===== src/rtl/dcl_pkg.sv =====
// Shared constants, divider FSM state type and duty-width helper for the duty meter.
// Latency: n/a (declarations only).
// Backpressure: n/a.
package dcl_pkg;

    localparam int DUTY_SCALE_DEF = 10000;
    localparam int CNT_W_DEF      = 16;

    typedef enum logic [1:0] {
        IDLE,
        LOAD,
        DIV,
        DONE
    } div_state_t;

    // Bits needed to hold 0..scale inclusive.
    function automatic int duty_width(input int scale);
        return $clog2(scale + 1);
    endfunction

endpackage


===== src/rtl/seq_divider.sv =====
// Restoring unsigned divider, one quotient bit per clock.
// Latency: NW cycles after start; quotient valid the cycle after done.
// Backpressure: none; start must only be issued while idle.
//
// Ports: start loads num/den; done is high during the final iteration;
// quo is the low QW bits of the NW-bit quotient register.
module seq_divider #(
    parameter int NW = 30,
    parameter int DW = 16,
    parameter int QW = NW
) (
    input  logic          clk,
    input  logic          clr,
    input  logic          start,
    input  logic [NW-1:0] num,
    input  logic [DW-1:0] den,
    output logic          done,
    output logic [QW-1:0] quo
);

    localparam int CW = $clog2(NW + 1);

    logic [NW-1:0] quo_q;   // dividend shifts out of the top, quotient bits in at the bottom
    logic [DW-1:0] rem_q;
    logic [DW-1:0] den_q;
    logic [CW-1:0] cnt_q;   // iterations remaining
    logic          run_q;

    logic [DW:0] rem_sh;
    logic [DW:0] diff;

    assign rem_sh = {rem_q, quo_q[NW-1]};
    assign diff   = rem_sh - {1'b0, den_q};   // MSB set means the trial subtract went negative
    assign done   = run_q & (cnt_q == CW'(1));
    assign quo    = quo_q[QW-1:0];

    always_ff @(posedge clk or posedge clr) begin
        if (clr) begin
            quo_q <= '0;
            rem_q <= '0;
            den_q <= '0;
            cnt_q <= '0;
            run_q <= 1'b0;
        end else if (start) begin
            quo_q <= num;
            rem_q <= '0;
            den_q <= den;
            cnt_q <= CW'(NW);
            run_q <= 1'b1;
        end else if (run_q) begin
            if (!diff[DW]) begin
                rem_q <= diff[DW-1:0];
                quo_q <= {quo_q[NW-2:0], 1'b1};
            end else begin
                rem_q <= rem_sh[DW-1:0];
                quo_q <= {quo_q[NW-2:0], 1'b0};
            end
            cnt_q <= cnt_q - CW'(1);
            if (cnt_q == CW'(1)) begin
                run_q <= 1'b0;
            end
        end
    end

endmodule


===== src/rtl/duty_meter_core.sv =====
// Measures period and high time of async input ft and computes duty = high*DUTY_SCALE/period.
// Latency: NW+3 cycles from the detected rise to valid_o (NW = CNT_W + duty width).
// Backpressure: none; one-deep pending slot, overwritten with an overrun_o pulse when full.
//
// Ports: clk/clr (async active-high), ft input; period_o/high_o/duty_o update together
// with a valid_o pulse; busy_o while dividing; no_signal_o while the input has timed out.
module duty_meter_core
    import dcl_pkg::*;
#(
    parameter int CNT_W       = CNT_W_DEF,
    parameter int DUTY_SCALE  = DUTY_SCALE_DEF,
    parameter int SYNC_STAGES = 2,
    parameter int TIMEOUT_CYC = 1000
) (
    input  logic                                 clk,
    input  logic                                 clr,
    input  logic                                 ft,
    output logic [CNT_W-1:0]                     period_o,
    output logic [CNT_W-1:0]                     high_o,
    output logic [duty_width(DUTY_SCALE)-1:0]    duty_o,
    output logic                                 valid_o,
    output logic                                 busy_o,
    output logic                                 overrun_o,
    output logic                                 no_signal_o
);

    localparam int SW = duty_width(DUTY_SCALE);
    localparam int NW = CNT_W + SW;
    localparam logic [CNT_W-1:0] CNT_MAX   = '1;
    localparam logic [SW-1:0]    DUTY_FULL = SW'(DUTY_SCALE);

    logic [SYNC_STAGES-1:0] sync_q;
    logic                   s;
    logic                   s_prev;
    logic                   rise;
    logic [CNT_W-1:0]       cnt_t;
    logic [CNT_W-1:0]       cnt_h;
    logic                   armed;
    logic                   timeout_hit;
    logic                   snap_ok;

    div_state_t             state;
    logic                   pend_vld;
    logic [CNT_W-1:0]       pend_t;
    logic [CNT_W-1:0]       pend_h;
    logic [CNT_W-1:0]       div_t;
    logic [CNT_W-1:0]       div_h;
    logic                   force_pend;
    logic                   force_lvl;
    logic                   start_pend;
    logic                   start_new;
    logic                   to_pend;

    logic                   div_start;
    logic [NW-1:0]          div_num;
    logic                   div_done;
    logic [SW-1:0]          div_quo;

    assign s    = sync_q[SYNC_STAGES-1];
    assign rise = s & ~s_prev;

    // A rise on the timeout cycle is treated as a normal capture instead.
    assign timeout_hit = (cnt_t == CNT_W'(TIMEOUT_CYC)) & ~rise;
    // Arming rises and saturated periods never reach the divider.
    assign snap_ok     = rise & armed & (cnt_t != CNT_MAX);

    // Pending slot has priority over a same-cycle capture; a forced result beats both.
    assign start_pend = (state == IDLE) & ~force_pend & pend_vld;
    assign start_new  = (state == IDLE) & ~force_pend & ~pend_vld & snap_ok;
    assign to_pend    = snap_ok & ~start_new;

    assign div_start = (state == LOAD);
    assign div_num   = NW'(div_h) * NW'(DUTY_SCALE);
    assign busy_o    = (state != IDLE);

    // Synchroniser, period/high counters and arming.
    always_ff @(posedge clk or posedge clr) begin
        if (clr) begin
            sync_q      <= '0;
            s_prev      <= 1'b0;
            cnt_t       <= '0;
            cnt_h       <= '0;
            armed       <= 1'b0;
            no_signal_o <= 1'b0;
        end else begin
            sync_q <= {sync_q[SYNC_STAGES-2:0], ft};
            s_prev <= s;
            if (rise) begin
                // The rise cycle itself is the first high cycle of the new period.
                cnt_t       <= CNT_W'(1);
                cnt_h       <= CNT_W'(1);
                armed       <= 1'b1;
                no_signal_o <= 1'b0;
            end else begin
                if (cnt_t != CNT_MAX) begin
                    cnt_t <= cnt_t + CNT_W'(1);
                end
                if (s && (cnt_h != CNT_MAX)) begin
                    cnt_h <= cnt_h + CNT_W'(1);
                end
                if (timeout_hit) begin
                    armed       <= 1'b0;
                    no_signal_o <= 1'b1;
                end
            end
        end
    end

    // Divider control, pending slot, forced timeout result and output registers.
    always_ff @(posedge clk or posedge clr) begin
        if (clr) begin
            state      <= IDLE;
            pend_vld   <= 1'b0;
            pend_t     <= '0;
            pend_h     <= '0;
            div_t      <= '0;
            div_h      <= '0;
            force_pend <= 1'b0;
            force_lvl  <= 1'b0;
            period_o   <= '0;
            high_o     <= '0;
            duty_o     <= '0;
            valid_o    <= 1'b0;
            overrun_o  <= 1'b0;
        end else begin
            valid_o   <= 1'b0;
            overrun_o <= 1'b0;
            case (state)
                IDLE: begin
                    if (force_pend) begin
                        period_o   <= '0;
                        high_o     <= '0;
                        duty_o     <= force_lvl ? DUTY_FULL : '0;
                        valid_o    <= 1'b1;
                        force_pend <= 1'b0;
                    end else if (start_pend) begin
                        div_t    <= pend_t;
                        div_h    <= pend_h;
                        pend_vld <= 1'b0;
                        state    <= LOAD;
                    end else if (start_new) begin
                        div_t <= cnt_t;
                        div_h <= cnt_h;
                        state <= LOAD;
                    end
                end
                LOAD: state <= DIV;
                DIV: begin
                    if (div_done) begin
                        state <= DONE;
                    end
                end
                DONE: begin
                    period_o <= div_t;
                    high_o   <= div_h;
                    duty_o   <= div_quo;
                    valid_o  <= 1'b1;
                    state    <= IDLE;
                end
                default: state <= IDLE;
            endcase

            if (to_pend) begin
                pend_t    <= cnt_t;
                pend_h    <= cnt_h;
                pend_vld  <= 1'b1;
                // Not an overrun when the old entry leaves for the divider this same cycle.
                overrun_o <= pend_vld & ~start_pend;
            end

            if (timeout_hit) begin
                force_pend <= 1'b1;
                force_lvl  <= s;
                pend_vld   <= 1'b0;
            end
        end
    end

    seq_divider #(
        .NW (NW),
        .DW (CNT_W),
        .QW (SW)
    ) u_div (
        .clk   (clk),
        .clr   (clr),
        .start (div_start),
        .num   (div_num),
        .den   (div_t),
        .done  (div_done),
        .quo   (div_quo)
    );

endmodule


===== config.mk =====
export PLATFORM = sky130hd
export DESIGN_NAME = duty_meter_core
export DESIGN_NICKNAME = d
export VERILOG_FILES = /design/src/rtl/dcl_pkg.sv /design/src/rtl/seq_divider.sv /design/src/rtl/duty_meter_core.sv
export SDC_FILE = /design/constraint.sdc
export NUM_CORES = 1
export LEC_CHECK = 0
export BUFFER_PORTS_ARGS = -buffer_cell sky130_fd_sc_hd__buf_2
export CAP_MARGIN = 20
export CORE_MARGIN = 8
export CORE_UTILIZATION = 45
export DETAILED_ROUTE_END_ITERATION = 8
export PLACE_DENSITY = 0.72
export SLEW_MARGIN = 20
export SYNTH_ARGS = -nofsm -noshare
export SYNTH_HDL_FRONTEND = slang
export SYNTH_SLANG_ARGS = --single-unit

===== constraint.sdc =====
create_clock -name clk -period 13.4 [get_ports clk]
set_input_delay 2.01 -clock clk [delete_from_list [all_inputs] [get_ports clk]]
set_output_delay 2.01 -clock clk [all_outputs]
set_load 0.05 [all_outputs]

After elaboration in Yosys (flattened, before gate mapping):

Index checks and enable logic that the tools add are counted.

* add/subtract/negate cells: 4
* multiply operators: 1
* divide/modulo/power cells: 0
* order comparisons: 0
* equal/unequal tests: 12
* shift-type cells: 0
* mux-type cells: 44
* bitwise operators: 17
* reductions and logical operators: 16

Operators with widths (count)
* 2-to-1 mux 16 bit: 12
* case mux 16 bit (2 select lines): 2
* 2-to-1 mux 30 bit: 2
* adder 16 x 1 -> 16 bit, second input constant: 2
* != test 16 bit, second input constant: 2
* 2-to-1 mux 14 bit: 2
* case mux 14 bit (2 select lines): 1
* multiplier 16 x 10 -> 26 bit, second input constant: 1
* 2-to-1 mux 1 bit: 17
* subtractor 17 x 16 -> 17 bit: 1
* equality test 16 x 10 -> 1 bit, second input constant: 1
* nonzero test 2 bit: 8
* bitwise AND 1 bit: 11
* 2-to-1 mux 5 bit: 2
* AND reduction 3 bit: 3
* 2-to-1 mux 2 bit: 4
* case mux 2 bit (4 select lines): 1
* != test 2 bit, second input constant: 3
* NOT 1 bit: 6
* nonzero test 3 bit: 2
* equality test 5 x 1 -> 1 bit, second input constant: 1
* subtractor 5 x 1 -> 5 bit, second input constant: 1
* equality test 2 bit, second input constant: 2
* != test 3 x 2 -> 1 bit, second input constant: 1
* other kinds (6): 6

* register bits: 222
* bits in latches: 0
* memory bits (writable): 0
* memory bits (read-only): 0
* input bits: 3
* output and inout port bits: 50
* word-level logic and storage cells: 118
* memories: 0

Logic depth before layout (Yosys ltp):

* depth after elaboration: 9
* depth in mapped cells: 20
* depth with buffers taken out: 20

Cells and area by module:

A second synthesis with hierarchy kept.

* cell total of the unflattened synthesis: 1312
* area, all modules: 13499.2 µm²

By module, submodules not included
* duty_meter_core: instances 1, cells an instance 867, area an instance 9390.3 µm², sequential area each 3853.7 µm²
* seq_divider: instances 1, cells an instance 445, area an instance 4108.9 µm², sequential area each 1701.6 µm²

Worst setup path after synthesis:

No wires, ideal clock.

* path kind: register to register
* start point: register div_h[6]
* end point: register u_div.quo_q[27]
* library setup time: 0.135 ns
* arrival time: 4.632 ns
* required time: 13.265 ns
* path slack: 8.633 ns
* cell stages (with the launch flop): 19
* period minus slack after synthesis: 4.767 ns
* path through: dfrtp_1 inv_1 fa_1 inv_1 ha_1 fa_1 ha_1 inv_1 fa_1 inv_1 ha_1 a2111oi_0 o21ai_0 a41oi_1 o21ai_0 a311o_1 a21oi_1 xor2_1 o21ai_0

* longest elaborated chain between the ends: 2

Ends and longest elaborated chain
* start: declaration: line duty_meter_core.sv:47 `logic [CNT_W-1:0] div_h;`
* start signal: assignment: line duty_meter_core.sv:138 `div_h <= pend_h;`
* start signal: assignment: line duty_meter_core.sv:143 `div_h <= cnt_h;`
* multiplier 16 x 10 -> 26 bit: line duty_meter_core.sv:73 `assign div_num = NW'(div_h) * NW'(DUTY_SCALE);`
* 2-to-1 mux 30 bit: line seq_divider.sv:44 `end else if (start) begin`
* end signal: assignment: line seq_divider.sv:45 `quo_q <= num;`
* end signal: assignment: line seq_divider.sv:53 `quo_q <= {quo_q[NW-2:0], 1'b1};`
* end signal: assignment: line seq_divider.sv:56 `quo_q <= {quo_q[NW-2:0], 1'b0};`
* end: declaration: line seq_divider.sv:23 `logic [NW-1:0] quo_q;`

Every way passes these cells.
A chain may end at the register's enable or synchronous reset.

Final worst setup path:

* start point: register div_h[8]
* end point: register u_div.quo_q[27]

The elaborated chain is that of the path after synthesis.

==> metrics list <==
- The flow ran to the end, and the final reports show no timing, DRC or antenna violations.
- Area inside the core boundary: 27,780 µm²
- Number of max-cap violations: 0
- Ranking of synthesized cells by area: dfrtp_1, ha_1, fa_1
- Yosys mapped a number of flops with a built-in enable equal to 0.
- Dividing total power by cell area gives a power density of 195.6 nW/µm².
- Die Span X: 184.2 µm
* Post-CTS setup buffer count: 0
- The share of total power dissipated in combinational logic is 0.408.
- The detail route stage leaves a number of antenna-violating nets equal to 0.
- The share of total power dissipated in sequential elements is 0.336.
- Final Routed Wirelength: 26.49 mm
* Worst hold path startpoint: sync_q[0]
- Number of instances in the synthesized netlist: 1,238
- For this design the top-level I/O count stands at 53.
- CTS resizes: 0
* DRC Markers: 0
- Area growth from synthesis to layout: 11.37%
- Capture point of the worst reg-to-reg path: u_div.quo_q[27]
- dfrtp_1 is the most common cell in the netlist.
- Final worst path period share: 0.4003
* Internal reg-to-reg setup slack: 8.04 ns
- Share of post-route cells with drive strength above 1: 0.1121
- Start-to-end type of the worst setup path: reg -> reg
- The later pin in the worst-skew pair is clocked with a latency of 0.52 ns.
- For this configuration, the core starts out at a cell density of 0.4580.
* Switching power as a share of total power: 0.3883
- dfrtp_1 takes more of the synthesized area than any other cell.
* Clock root cell: clkbuf_16
- Across the VDD grid, the largest voltage drop is 129.9 µV.
- Counting every sink on the clock net gives 222.
* Worst slew margin relative to its limit: 0.3306
- Setup WS pre-CTS: 8.110 ns
- Data on the critical path is required at its endpoint by 13.78 ns.
- In the global route stage, overall resource usage came out at 0.1592.
- Clk slew on worst S/H paths: 0.06 ns
- Routability-driven placement finished with a final weighted congestion of 0.8495.
- The final layout contains 1,401 nets.
- In this run the worst setup path begins at div_h[8].
- Launch instance of the worst register-to-register path: div_h[8]
* Overall Power: 2.772 mW
- The count of final max-slew check failures was 0.
- Once layout is complete, the utilization of the core stands at 0.5101.
- Number of placed instances with taps included: 1,618
* Count of distinct cell types in the synthesized netlist: 61
- Hold path cells: 0
- Setup WS post-layout: 8.036 ns
* Actual transition at the worst max-transition pin: 1.001 ns
- Entering global routing, the biggest net connects 142 pins.
- Worst-case hold path end point: sync_q[1]
* Synthesized netlist net count: 1,372
* Sequential cell area fraction in the yosys report: 0.4366
- The number of hold violations in the final report came to 0.
- The initial antenna violation count was 0.
- Adding up every negative setup slack in the final design gives 0 ns.
* Average detailed-routed wire length per instance: 15.93 µm
- The first global-routing pass estimated 45.14 mm of wire.
- For this run, asynchronously set or reset flops after synthesis account for 1.000.
- Arrival time reported for the critical path endpoint: 5.74 ns
* Overall die height: 184.2 µm
- The internal power of the cells totals 1.696 mW.
- Non-filler cells in the finished layout: 1,663
* Setup crit start kind: flip-flop
- HPWL after detailed placement: 18.93 mm
- In this run the mean area of a mapped cell was 10.28 µm².
- For this design the static power due to leakage is 7.388 nW.
- After global routing the overflow that remains totals 0.
- The filler cells instantiated in the layout total 2,528.
- Via count: 8,920
- Number of antenna cells inserted: 0
- Peak fanout along the critical path: 5
- The via count of the first global-routing pass was 8,891.
- Derived from the worst setup path, the maximum achievable clock frequency is 186.4 MHz.
- H-tree Lvls: 1
- Min cycle time layout: 5.364 ns
* Number of vias per cell after detailed routing: 5.364
- Type of the most critical hold path: reg -> reg
- Clock share of power: 0.256
- Worst setup EP type: flip-flop
- Setup repair after global routing missed its margin: no
- Clock tree from TritonCTS: built
* Pre-Repair DR Iteration Count: 7
* Post-synthesis cell area: 12,720 µm²
- Rows: 61
* Ys flop type: dfrtp_1
- Sw Pwr: 1.077 mW
* Commonest cells post-synth: dfrtp_1, inv_1, nand2_1
- Number of warnings issued by yosys: 0
* Depth of the worst register-to-register path: 18
- Clock Skew: 0.01067 ns
- Setup violations remaining at the end of the flow were counted as 0.
- The die covers 33,910 µm².
- Count of input and output buffers: 52
- In this run, post-CTS hold repair placed 0 buffers.
* Detailed router's first-iteration violation count: 470
- FF+latch count, synth: 222
* Cts bufs inserted: 24
- The share of synthesized area in the top cell type comes to 0.4366.
* Maximum clock path buffer count: 3
[through the flow]
stage          hold slack, ns  instance area, µm²
5_1_grt                0.3591               14170
4_1_cts                0.3488               14160
3_5_place_dp           0.3358               13300
6_report               0.3490               14170
3_3_place_gp           0.3326               13300
2_1_floorplan          0.3312               12720
[worst max path at each step]
stage	to	cells after the start	slack, ns
after CTS	u_div.quo_q[27]	18	8.07
after detailed placement	u_div.quo_q[27]	18	8.11
final	u_div.quo_q[27]	18	8.04
after floorplan	armed	1	5.31
after global routing	u_div.quo_q[27]	18	7.73
after global placement	u_div.quo_q[27]	18	8.33
[flip-flops by register name, indices dropped and copies added, names as in the netlist, 5 cells and up]
register / count
pend_t: 16
u_div.den_q: 16
cnt_h: 16
cnt_t: 16
period_o: 16
duty_o: 14
div_t: 16
div_h: 16
u_div.rem_q: 16
high_o: 16
u_div.quo_q: 30
pend_h: 16
u_div.cnt_q: 5
[power by group through the flow]
stage / logic, mW / clock network [mW] / registers [mW]
after floorplan: 0.827 / 0 / 1.00
after global placement: 1.11 / 0 / 0.940
after detailed placement: 1.13 / 0 / 0.944
after CTS: 1.14 / 0.726 / 0.933
after global routing: 1.27 / 0.750 / 0.951
final: 1.13 / 0.708 / 0.932
[per-layer routing]
metal	vias to the layer above	wire length, µm	track usage	share of wire
met5	-	0	0	0
met4	0	410	0.03033	0.015
met3	40	1117	0.02737	0.042
met2	137	12630	0.2633	0.48
met1	4395	12340	0.2183	0.47
li1	4348	-	-	-
[worst max-delay path, cell delays in order, from the launching register on]
cell	delay, ns
dfrtp_1	0.47
inv_1	0.15
fa_1	0.50
inv_1	0.04
ha_1	0.30
fa_1	0.50
ha_1	0.29
inv_1	0.05
fa_1	0.50
inv_1	0.04
ha_1	0.36
a2111oi_0	0.41
o21ai_0	0.23
a41oi_1	0.45
o21ai_0	0.17
a311o_1	0.36
a21oi_1	0.17
xor2_1	0.16
o21ai_0	0.08
[cells in the final DEF, fill, tap and decap left out, drive strengths merged, types with 8 or more instances in the layout]
cell type and n:
o21ai 111, ha 95, fa 36, mux2i 70, o21a 9, inv 128, nand3 17, xnor2 23
nand4 16, nand2b 8, dfrtp 222, a22o 41, nor2b 8, nor3 14, a211oi 17, a21oi 36
a21o 18, xor2 30, mux2 33, buf 61, nor2 63, clkbuf 34, nand2 115
[cell families (layout without fill, tap and decap cells)]
group | count (synthesis) | count (layout) | share of synthesized area
buf+inv | 186 | 233 | 0.05693
xor+xnor | 53 | 53 | 0.03707
flops | 222 | 222 | 0.4366
mux | 103 | 103 | 0.08427
fa+ha+maj | 132 | 132 | 0.1508
compound gates | 267 | 267 | 0.1350
simple gates | 275 | 275 | 0.09931
[cell type report]
cell class	count	area [µm²]	share of cell area
clock buffers	34	699.4	0.04936
inverters	128	488.0	0.03443
clock inverters	10	155.1	0.01095
repair buffers	61	335.3	0.02366
flip-flops and latches	222	5557	0.3921
well taps	378	473.0	0.03337
multi-input cells	830	6464	0.4561
No activity file was read; power rests on OpenSTA's default activity.
